--- src/rtl/alu_ctrl_pkg.sv ---
// Shared types and constants for the ALU issue controller.
// Holds the FSM state encoding, condition codes, NZCV bit positions and field widths.
// No logic; imported by alu_cond_eval and alu_issue_ctrl.
package alu_ctrl_pkg;

   localparam int OP_W   = 4;
   localparam int COND_W = 4;
   localparam int SR_W   = 3;
   localparam int IMM_W  = 16;
   localparam int RD_W   = 4;
   localparam int FLG_W  = 4;

   // Bit positions inside the NZCV flag register
   localparam int FLG_N = 3;
   localparam int FLG_Z = 2;
   localparam int FLG_C = 1;
   localparam int FLG_V = 0;

   // ARM condition-code encoding
   localparam logic [COND_W-1:0] COND_EQ = 4'd0;
   localparam logic [COND_W-1:0] COND_NE = 4'd1;
   localparam logic [COND_W-1:0] COND_CS = 4'd2;
   localparam logic [COND_W-1:0] COND_CC = 4'd3;
   localparam logic [COND_W-1:0] COND_MI = 4'd4;
   localparam logic [COND_W-1:0] COND_PL = 4'd5;
   localparam logic [COND_W-1:0] COND_VS = 4'd6;
   localparam logic [COND_W-1:0] COND_VC = 4'd7;
   localparam logic [COND_W-1:0] COND_HI = 4'd8;
   localparam logic [COND_W-1:0] COND_LS = 4'd9;
   localparam logic [COND_W-1:0] COND_GE = 4'd10;
   localparam logic [COND_W-1:0] COND_LT = 4'd11;
   localparam logic [COND_W-1:0] COND_GT = 4'd12;
   localparam logic [COND_W-1:0] COND_LE = 4'd13;
   localparam logic [COND_W-1:0] COND_AL = 4'd14;
   localparam logic [COND_W-1:0] COND_NV = 4'd15;

   typedef enum logic [1:0] {
      IDLE = 2'd0,
      EXEC = 2'd1,
      WB   = 2'd2
   } state_t;

   // Non-operand fields of an accepted instruction
   typedef struct packed {
      logic [OP_W-1:0]   op;
      logic [COND_W-1:0] cond;
      logic [SR_W-1:0]   sr;
      logic              s;
      logic [IMM_W-1:0]  imm;
      logic [RD_W-1:0]   rd;
   } issue_ctl_t;

endpackage

--- src/rtl/alu_cond_eval.sv ---
// Condition-code evaluator: decides whether an instruction executes given NZCV.
// Latency: combinational, zero cycles.
// Backpressure: none, pure function of its inputs.
module alu_cond_eval
   import alu_ctrl_pkg::*;
(
   input  logic [COND_W-1:0] cond_i,
   input  logic [FLG_W-1:0]  nzcv_i,
   output logic              pass_o
);

   logic n, z, c, v;

   assign n = nzcv_i[FLG_N];
   assign z = nzcv_i[FLG_Z];
   assign c = nzcv_i[FLG_C];
   assign v = nzcv_i[FLG_V];

   // Decode the condition against the current flags
   always_comb begin
      pass_o = 1'b0;
      case (cond_i)
         COND_EQ: pass_o = z;
         COND_NE: pass_o = !z;
         COND_CS: pass_o = c;
         COND_CC: pass_o = !c;
         COND_MI: pass_o = n;
         COND_PL: pass_o = !n;
         COND_VS: pass_o = v;
         COND_VC: pass_o = !v;
         COND_HI: pass_o = c & !z;
         COND_LS: pass_o = !c | z;
         COND_GE: pass_o = (n == v);
         COND_LT: pass_o = (n != v);
         COND_GT: pass_o = !z & (n == v);
         COND_LE: pass_o = z | (n != v);
         COND_AL: pass_o = 1'b1;
         default: pass_o = 1'b0;   // NV: never executes
      endcase
   end

endmodule

--- src/rtl/alu_issue_ctrl.sv ---
// Issue/sequencing controller for the simple ALU; owns NZCV, squashes failed conditions.
// Latency: accept at T, result captured and wb_valid high from T+EXEC_CYCLES.
// Backpressure: one instruction in flight; wb_ready low holds WB. Option: ALU_PERF_CNT_EN.
module alu_issue_ctrl
   import alu_ctrl_pkg::*;
#(
   parameter int EXEC_CYCLES = 1,
   parameter int DATA_W      = 32
) (
   input  logic              clk,
   input  logic              rst_n,
   input  logic              issue_valid,
   output logic              issue_ready,
   input  logic [OP_W-1:0]   issue_op,
   input  logic [COND_W-1:0] issue_cond,
   input  logic              issue_s,
   input  logic [SR_W-1:0]   issue_sr,
   input  logic [IMM_W-1:0]  issue_imm,
   input  logic [DATA_W-1:0] issue_a,
   input  logic [DATA_W-1:0] issue_b,
   input  logic [RD_W-1:0]   issue_rd,
   output logic [DATA_W-1:0] alu_r1,
   output logic [DATA_W-1:0] alu_r2,
   output logic [OP_W-1:0]   alu_op,
   output logic [COND_W-1:0] alu_cond,
   output logic [SR_W-1:0]   alu_sr,
   output logic              alu_s,
   output logic [IMM_W-1:0]  alu_imm,
   output logic [FLG_W-1:0]  alu_flags,
   input  logic [DATA_W:0]   alu_out,
   input  logic [FLG_W-1:0]  alu_flg,
   output logic              wb_valid,
   input  logic              wb_ready,
   output logic [RD_W-1:0]   wb_rd,
   output logic [DATA_W-1:0] wb_data,
   output logic              wb_carry,
   output logic [FLG_W-1:0]  flags_q,
   output logic              skip_pulse,
   output logic [31:0]       exec_cnt,
   output logic [31:0]       skip_cnt
);

   if (EXEC_CYCLES < 1 || EXEC_CYCLES > 15) begin : g_bad_exec_cycles
      $error("alu_issue_ctrl: EXEC_CYCLES must be in 1..15");
   end

   localparam logic [3:0] EXEC_LOAD = 4'(EXEC_CYCLES);

   state_t            state_q, state_d;
   logic [3:0]        cnt_q, cnt_d;
   issue_ctl_t        ctl_q;
   logic [DATA_W-1:0] a_q, b_q;
   logic [RD_W-1:0]   wb_rd_q;
   logic [DATA_W-1:0] wb_data_q;
   logic              wb_carry_q;
   logic              skip_q, skip_d;
   logic              accept, capture, cond_pass, in_exec;

   alu_cond_eval u_cond (
      .cond_i (issue_cond),
      .nzcv_i (flags_q),
      .pass_o (cond_pass)
   );

   // Next-state: accept in IDLE, count down the settle window, hold WB until taken
   always_comb begin
      state_d = state_q;
      cnt_d   = cnt_q;
      accept  = 1'b0;
      capture = 1'b0;
      skip_d  = 1'b0;
      case (state_q)
         IDLE: begin
            if (issue_valid) begin
               accept = 1'b1;
               if (cond_pass) begin
                  state_d = EXEC;
                  cnt_d   = EXEC_LOAD;
               end else begin
                  skip_d = 1'b1;
               end
            end
         end
         EXEC: begin
            cnt_d = cnt_q - 4'd1;
            if (cnt_q == 4'd1) begin
               capture = 1'b1;
               state_d = WB;
            end
         end
         WB: begin
            if (wb_ready) state_d = IDLE;
         end
         default: state_d = IDLE;
      endcase
   end

   // State, latched instruction, captured result and architectural flags
   always_ff @(posedge clk or negedge rst_n) begin
      if (!rst_n) begin
         state_q    <= IDLE;
         cnt_q      <= '0;
         ctl_q      <= '0;
         a_q        <= '0;
         b_q        <= '0;
         wb_rd_q    <= '0;
         wb_data_q  <= '0;
         wb_carry_q <= 1'b0;
         flags_q    <= '0;
         skip_q     <= 1'b0;
      end else begin
         state_q <= state_d;
         cnt_q   <= cnt_d;
         skip_q  <= skip_d;
         if (accept) begin
            ctl_q <= '{op: issue_op, cond: issue_cond, sr: issue_sr, s: issue_s,
                       imm: issue_imm, rd: issue_rd};
            a_q   <= issue_a;
            b_q   <= issue_b;
         end
         if (capture) begin
            wb_rd_q    <= ctl_q.rd;
            wb_data_q  <= alu_out[DATA_W-1:0];
            wb_carry_q <= alu_out[DATA_W];
            if (ctl_q.s) flags_q <= alu_flg;
         end
      end
   end

   // The ALU is only driven while an instruction is settling
   assign in_exec     = (state_q == EXEC);
   assign alu_r1      = in_exec ? a_q        : '0;
   assign alu_r2      = in_exec ? b_q        : '0;
   assign alu_op      = in_exec ? ctl_q.op   : '0;
   assign alu_cond    = in_exec ? ctl_q.cond : '0;
   assign alu_sr      = in_exec ? ctl_q.sr   : '0;
   assign alu_s       = in_exec ? ctl_q.s    : 1'b0;
   assign alu_imm     = in_exec ? ctl_q.imm  : '0;
   assign alu_flags   = flags_q;

   assign issue_ready = (state_q == IDLE);
   assign wb_valid    = (state_q == WB);
   assign wb_rd       = wb_rd_q;
   assign wb_data     = wb_data_q;
   assign wb_carry    = wb_carry_q;
   assign skip_pulse  = skip_q;

`ifdef ALU_PERF_CNT_EN
   logic [31:0] exec_cnt_q, skip_cnt_q;

   // Count completed writebacks and squashed instructions; both wrap naturally
   always_ff @(posedge clk or negedge rst_n) begin
      if (!rst_n) begin
         exec_cnt_q <= '0;
         skip_cnt_q <= '0;
      end else begin
         if (wb_valid && wb_ready) exec_cnt_q <= exec_cnt_q + 32'd1;
         if (skip_d)               skip_cnt_q <= skip_cnt_q + 32'd1;
      end
   end

   assign exec_cnt = exec_cnt_q;
   assign skip_cnt = skip_cnt_q;
`else
   assign exec_cnt = '0;
   assign skip_cnt = '0;
`endif

endmodule

--- config.mk ---
export PLATFORM = sky130hd
export DESIGN_NAME = alu_issue_ctrl
export DESIGN_NICKNAME = d
export VERILOG_FILES = /design/src/rtl/alu_ctrl_pkg.sv /design/src/rtl/alu_cond_eval.sv /design/src/rtl/alu_issue_ctrl.sv
export SDC_FILE = /design/constraint.sdc
export NUM_CORES = 1
export LEC_CHECK = 0
export CORE_AREA = 2 2 154 156
export DETAILED_ROUTE_END_ITERATION = 12
export DIE_AREA = 0 0 156 158
export GPL_TIMING_DRIVEN = 0
export PLACE_DENSITY = 0.69
export SYNTH_ARGS = -nofsm -noshare
export SYNTH_HDL_FRONTEND = slang
export SYNTH_SLANG_ARGS = --single-unit
--- constraint.sdc ---
create_clock -name clk -period 1.7 [get_ports clk]
set_input_delay 0.34 -clock clk [delete_from_list [all_inputs] [get_ports clk]]
set_output_delay 0.34 -clock clk [all_outputs]
set_load 0.02 [all_outputs]
# After elaboration in Yosys (flattened, before gate mapping)
# Cells that the tools add are included.
# op_classes
addsub	1
multipliers	0
div_mod_pow	0
order_cmp	0
n_eq_ne	23
n_shift	0
n_mux	23
bitwise_logic	4
n_reduce_logical	10
# ops
cell	n
two-way mux 32 bit	2
== test 4 bit (second input constant)	7
== test 4 x 3 -> 1 bit (second input constant)	4
two-way mux 16 bit	1
two-way mux 4 bit	4
case mux 1 bit (15 select lines)	1
== test 4 x 1 -> 1 bit (second input constant)	2
== test 4 x 2 -> 1 bit (second input constant)	2
two-way mux 1 bit	8
two-way mux 2 bit	4
case mux 4 bit (2 select lines)	1
inequality test 2 x 1 -> 1 bit (second input constant)	3
case mux 2 bit (3 select lines)	1
zero test 1 bit	4
zero test 4 bit	1
AND reduction 4 bit	1
subtractor 4 x 1 -> 4 bit (second input constant)	1
two-way mux 3 bit	1
AND reduction 3 bit	1
bitwise AND 1 bit	2
== test 2 x 1 -> 1 bit (second input constant)	1
== test 2 bit (second input constant)	1
zero test 2 bit	1
inequality test 2 bit (second input constant)	1
5 further kinds	6
# word_totals
ff_bits	144
latchBits	0
mem_bits_rw	0
mem_bits_ro	0
output_inout_bits	204
elab_cells	76
mem_count	0

# Depth between registers and ports, before layout
# depth
ltp_word	6
ltp_mapped	7
mapped_depth_nobuf	5

# Modules after synthesis
# A second synthesis with hierarchy kept.
# hier_totals
hier_cells	527
area_unflattened_um2	6837.8
# by_module_without_submodules
module	instances	cells_per_inst	area_each_um2	seq_area_each_um2
alu_issue_ctrl	1	499	6643.9	3603.5
alu_cond_eval	1	28	193.9	0.0

# Worst setup path after synthesis
# Ideal clock, no wire load.
# synth_timing
kind	flip-flop to output port
from	register state_q[1]
to	output port alu_cond[0]
arrival_time_ns	1.362
required_time_ns	1.360
setup_slack_ns	-0.002
stages_incl_launch_ff	6
path_cell_list	dfrtp_1 -> nor2b_1 -> buf_2 -> clkbuf_1 -> clkbuf_1 -> and2_1
# synth_via
elab_chain_len	2
# synth_lines
item	line	source
start: declaration	alu_issue_ctrl.sv:49	state_t state_q, state_d;
start signal: assignment	alu_issue_ctrl.sv:112	state_q <= state_d;
== test 2 x 1 -> 1 bit	alu_issue_ctrl.sv:131	assign in_exec = (state_q == EXEC);
two-way mux 4 bit	alu_issue_ctrl.sv:135	assign alu_cond = in_exec ? ctl_q.cond : '0;
end: declaration	alu_issue_ctrl.sv:25	output logic [COND_W-1:0] alu_cond,
# No other way between the ends.

# Worst setup path in the final report
# layout_timing
from	register state_q[1]
to	output port alu_imm[12]
# layout_via
elab_chain_len	2
# layout_lines
item	line	source
== test 2 x 1 -> 1 bit	alu_issue_ctrl.sv:131	
two-way mux 16 bit	alu_issue_ctrl.sv:138	assign alu_imm = in_exec ? ctl_q.imm : '0;
end: declaration	alu_issue_ctrl.sv:28	output logic [IMM_W-1:0] alu_imm,
# No other way between the ends.

==> summary.txt <==
=================================================================================
Run status                                                           finished with violations
Failing checks                                                       setup timing
Asr flop ratio synth                                                       100.0%
Max Cap Violations                                                              0
Chip height                                                                158 um
Count of H-tree levels built during CTS                                         4
Worst Hold Class                                                     input pin to register
Leading register cell type out of synthesis                               dfrtp_1
Number of antenna violations at the first check in global routing               0
FF+latch count, synth                                                         144
Total clock buffers created by CTS                                             17
Number of clock sinks                                                         144
Detail Route Antenna Nets                                                       0
Register area share after synthesis                                        52.83%
Fraction of layout cells with a size suffix above 1                        37.27%
Vias per Instance                                                           4.187
Source-to-sink clock delay at the later pin of the worst-skew pair         420 ps
EDFF count, synth                                                               0
Worst IR drop on VDD                                                     998.1 uV
Aggregate global routing overflow                                               0
First-pass iteration count of the detailed router                               4
Starting DRC count in detailed routing                                        289
CTS tree                                                                     done
Minimum setup slack in the final design                                 -337.5 ps
Unrepaired setup endpoints after global routing                              true
Worst-case clock skew                                                    13.36 ps
Critical path data required time                                          1360 ps
Pin slew with the least headroom to its limit                            520.8 ps
Final setup fails                                                             131
Top Family by Delay on Critical Path                                 buffers and inverters
Antenna diodes                                                                  0
Vias post-DR                                                                6,000
Syn-to-layout area delta                                                   76.57%
Number of logic stages on the critical path including buffering                 6
Achievable frequency                                                    490.8 MHz
Maximum number of pins on one net before global-route repair                   93
Worst setup path endpoint                                             alu_imm[12]
CTS Root Cell                                                           clkbuf_16
Post-synthesis area per instance                                        9.317 um2
Worst hold margin                                                        173.0 ps
Sequential cell area in the final layout                                 3607 um2
Final critical-path share of the clock period                              119.9%
Initial Utilization                                                        29.59%
Detailed placement HPWL                                                 14,980 um
Relative max-transition margin                                             65.28%
Residual DRC count                                                              0
Final hold violation count                                                      0
Reg-to-reg critical path startpoint                                  state_q[1]$_DFFE_PN0P_
Core area                                                              23,050 um2
Gate count of the mapped netlist                                              732
Power per cell area                                                   2191 nW/um2
Total I/O pin count                                                           341
Critical Path Sink Type                                               output port
Path depth of the worst reg2reg path                                            8
Data arrival time of the critical path                                    1700 ps
Sort of element at the start of the critical path                        register
Worst setup path startpoint                                          state_q[1]$_DFFE_PN0P_
Bufs and invs on worst path                                                     4
Netlist area before placement                                            6820 um2
DIE AREA                                                               24,650 um2
Row count                                                                      56
Overall global routing resource usage                                      16.62%
Max Fanout on Critical Path                                                     7
Setup slack on the worst flop-to-flop path                                 -40 ps
Worst R2R End                                                        wb_data[15]$_DFFE_PN0P_
List of cells traversed by the critical path                         nor2b_4 -> buf_8 -> clkbuf_16 -> clkbuf_8 -> and2_4 -> buf_6
Yosys Warn Count                                                                0
Worst path slowest cell                                                   dfrtp_1
Horizontal die dimension                                                   156 um
Drt total wl                                                            21,800 um
Per-cell routed wire length                                              15.21 um
Number of input and output port buffers inserted                              274
Total area of multi-input combinational cells                            3070 um2
Largest incremental delay on the critical path                             410 ps
Buffer levels on the longest clock path                                         2
Placer Congestion                                                          0.7299
Utilization of the core after routing                                      52.24%
Number of filler instances in the final layout                              2,120
Minimum clock period after layout                                         2037 ps
Worst setup path class                                               register to output port
Wire length of the first global-routing pass                            31,390 um
Number of nets in the layout                                                1,269
Max-slew violations                                                             0
Leak pwr                                                                 6.105 nW
Via count of the first global-routing pass                                  5,764
Number of library cell types mapped by synthesis                               40
Worst-path clk slew                                                         70 ps
=================================================================================
-- logic make-up (layout without fill, tap and decap cells) --
logic type	count (synthesis)	count (layout)	synth area share, %
flip-flops	144	144	52.83
AO/OA/AOI/OAI	18	18	1.890
XOR/XNOR	4	4	0.5138
buffers and inverters	111	459	10.20
multiplexers	44	44	7.210
other	1	64	0.05498
AND/OR/NAND/NOR	408	408	26.93
adder cells (fa/ha/maj)	2	2	0.3668
-- worst min-delay path by stage --
stage / startpoint / endpoint / cells after the start
2_1_floorplan: rst_n / a_q[0]$_DFFE_PN0P_ / 0
3_3_place_gp: ctl_q[23]$_DFFE_PN0P_ / ctl_q[23]$_DFFE_PN0P_ / 2
3_5_place_dp: rst_n / wb_data[9]$_DFFE_PN0P_ / 1
4_1_cts: issue_cond[2] / ctl_q[26]$_DFFE_PN0P_ / 3
5_1_grt: issue_cond[2] / ctl_q[26]$_DFFE_PN0P_ / 3
6_report: issue_cond[2] / ctl_q[26]$_DFFE_PN0P_ / 3
-- layer usage --
metal  up-vias  track usage, %  share of wire, %
li1       2949               -                 -
met1      2822           20.65                42
met2       213           28.26                50
met3        16           5.064               7.5
met4         0           4.281              0.91
met5         -               0                 0
-- stage by stage --
stage	instance area [um2]	instances	total power, mW	setup slack, ps	setup TNS (ps)
finish	12040	1433	26.38	-337.5	-28190
global route	12040	1433	28.10	-398.6	-36770
CTS	11440	1413	24.71	-392.6	-34360
detailed placement	10190	1360	18.53	-1168	-131780
global placement	10160	1359	18.36	-5946	-980590
floorplan	7058	795	12.91	70.88	0
-- where the power goes --
part | switching, mW | total, mW | internal, mW
combinational | 7.67 | 16.2 | 8.54
sequential | 0.962 | 6.20 | 5.24
clock | 1.59 | 3.97 | 2.38
-- worst register-to-register path, cell delays in order, from the launching register on --
cell	delay, ps
dfrtp_1	410
nor2b_4	140
buf_8	160
buf_4	120
buf_6	110
nand3_4	100
buf_12	170
clkbuf_16	150
mux2_2	270
-- final cells by class --
type                            count  area share (%)
Clock inverter                     13           1.444
Tap cell                          290           3.013
Inverter                            5          0.1558
Multi-Input combinational cell    540           25.50
Buffer                            104           7.834
Sequential cell                   144           29.95
Clock buffer                       19           3.678
Timing Repair Buffer              318           28.43
-- cells in the mapped netlist (3+ instances only) --
cell	count	area [um2]
inv_1	5	18.77
clkbuf_1	26	97.59
dfrtp_1	144	3603
mux2i_1	3	30.03
mux2_2	41	461.7
a21oi_1	3	15.01
nand2_1	288	1081
and2_1	92	575.6
buf_2	9	45.04
xnor2_1	3	26.28
nand2b_1	3	18.77
buf_4	69	518.0
o21ai_0	5	25.02
nor2_1	7	26.28
-- layout by cell type, fill, tap and decap left out, drive strengths merged, types with 3 or more instances in the layout --
cell type        n
nor2             7
conb            64
a21oi            3
clkbuf          48
buf            213
dlygate4sd2     43
o21ai            5
bufinv           3
clkdlybuf4s15    3
nand2b           3
mux2i            3
and2            92
nand2          289
mux2            41
nand3            3
xnor2            3
clkdlybuf4s50  132
inv             11
dfrtp          144
-- timing repair --
| action | 4_1_cts | 5_1_grt |
|---|---|---|
| setup endpoints to repair | 269 | 196 |
| setup buffers | 13 | 14 |
| gates resized for setup | 723 | 122 |
| endpoints found under the hold margin | 52 | 0 |
| hold buffers | 1 | 0 |
| pin swaps | 42 | 22 |
| gates cloned | 7 | 9 |
-- flip-flops by register name (all words and copies together) (netlist names) --
signal,flops
wb_carry,1
skip_pulse,1
ctl_q,32
wb_data,32
state_q,2
wb_rd,4
cnt_q,4
alu_flags,4
b_q,32
a_q,32
No activity file was read; power rests on OpenSTA's default activity.
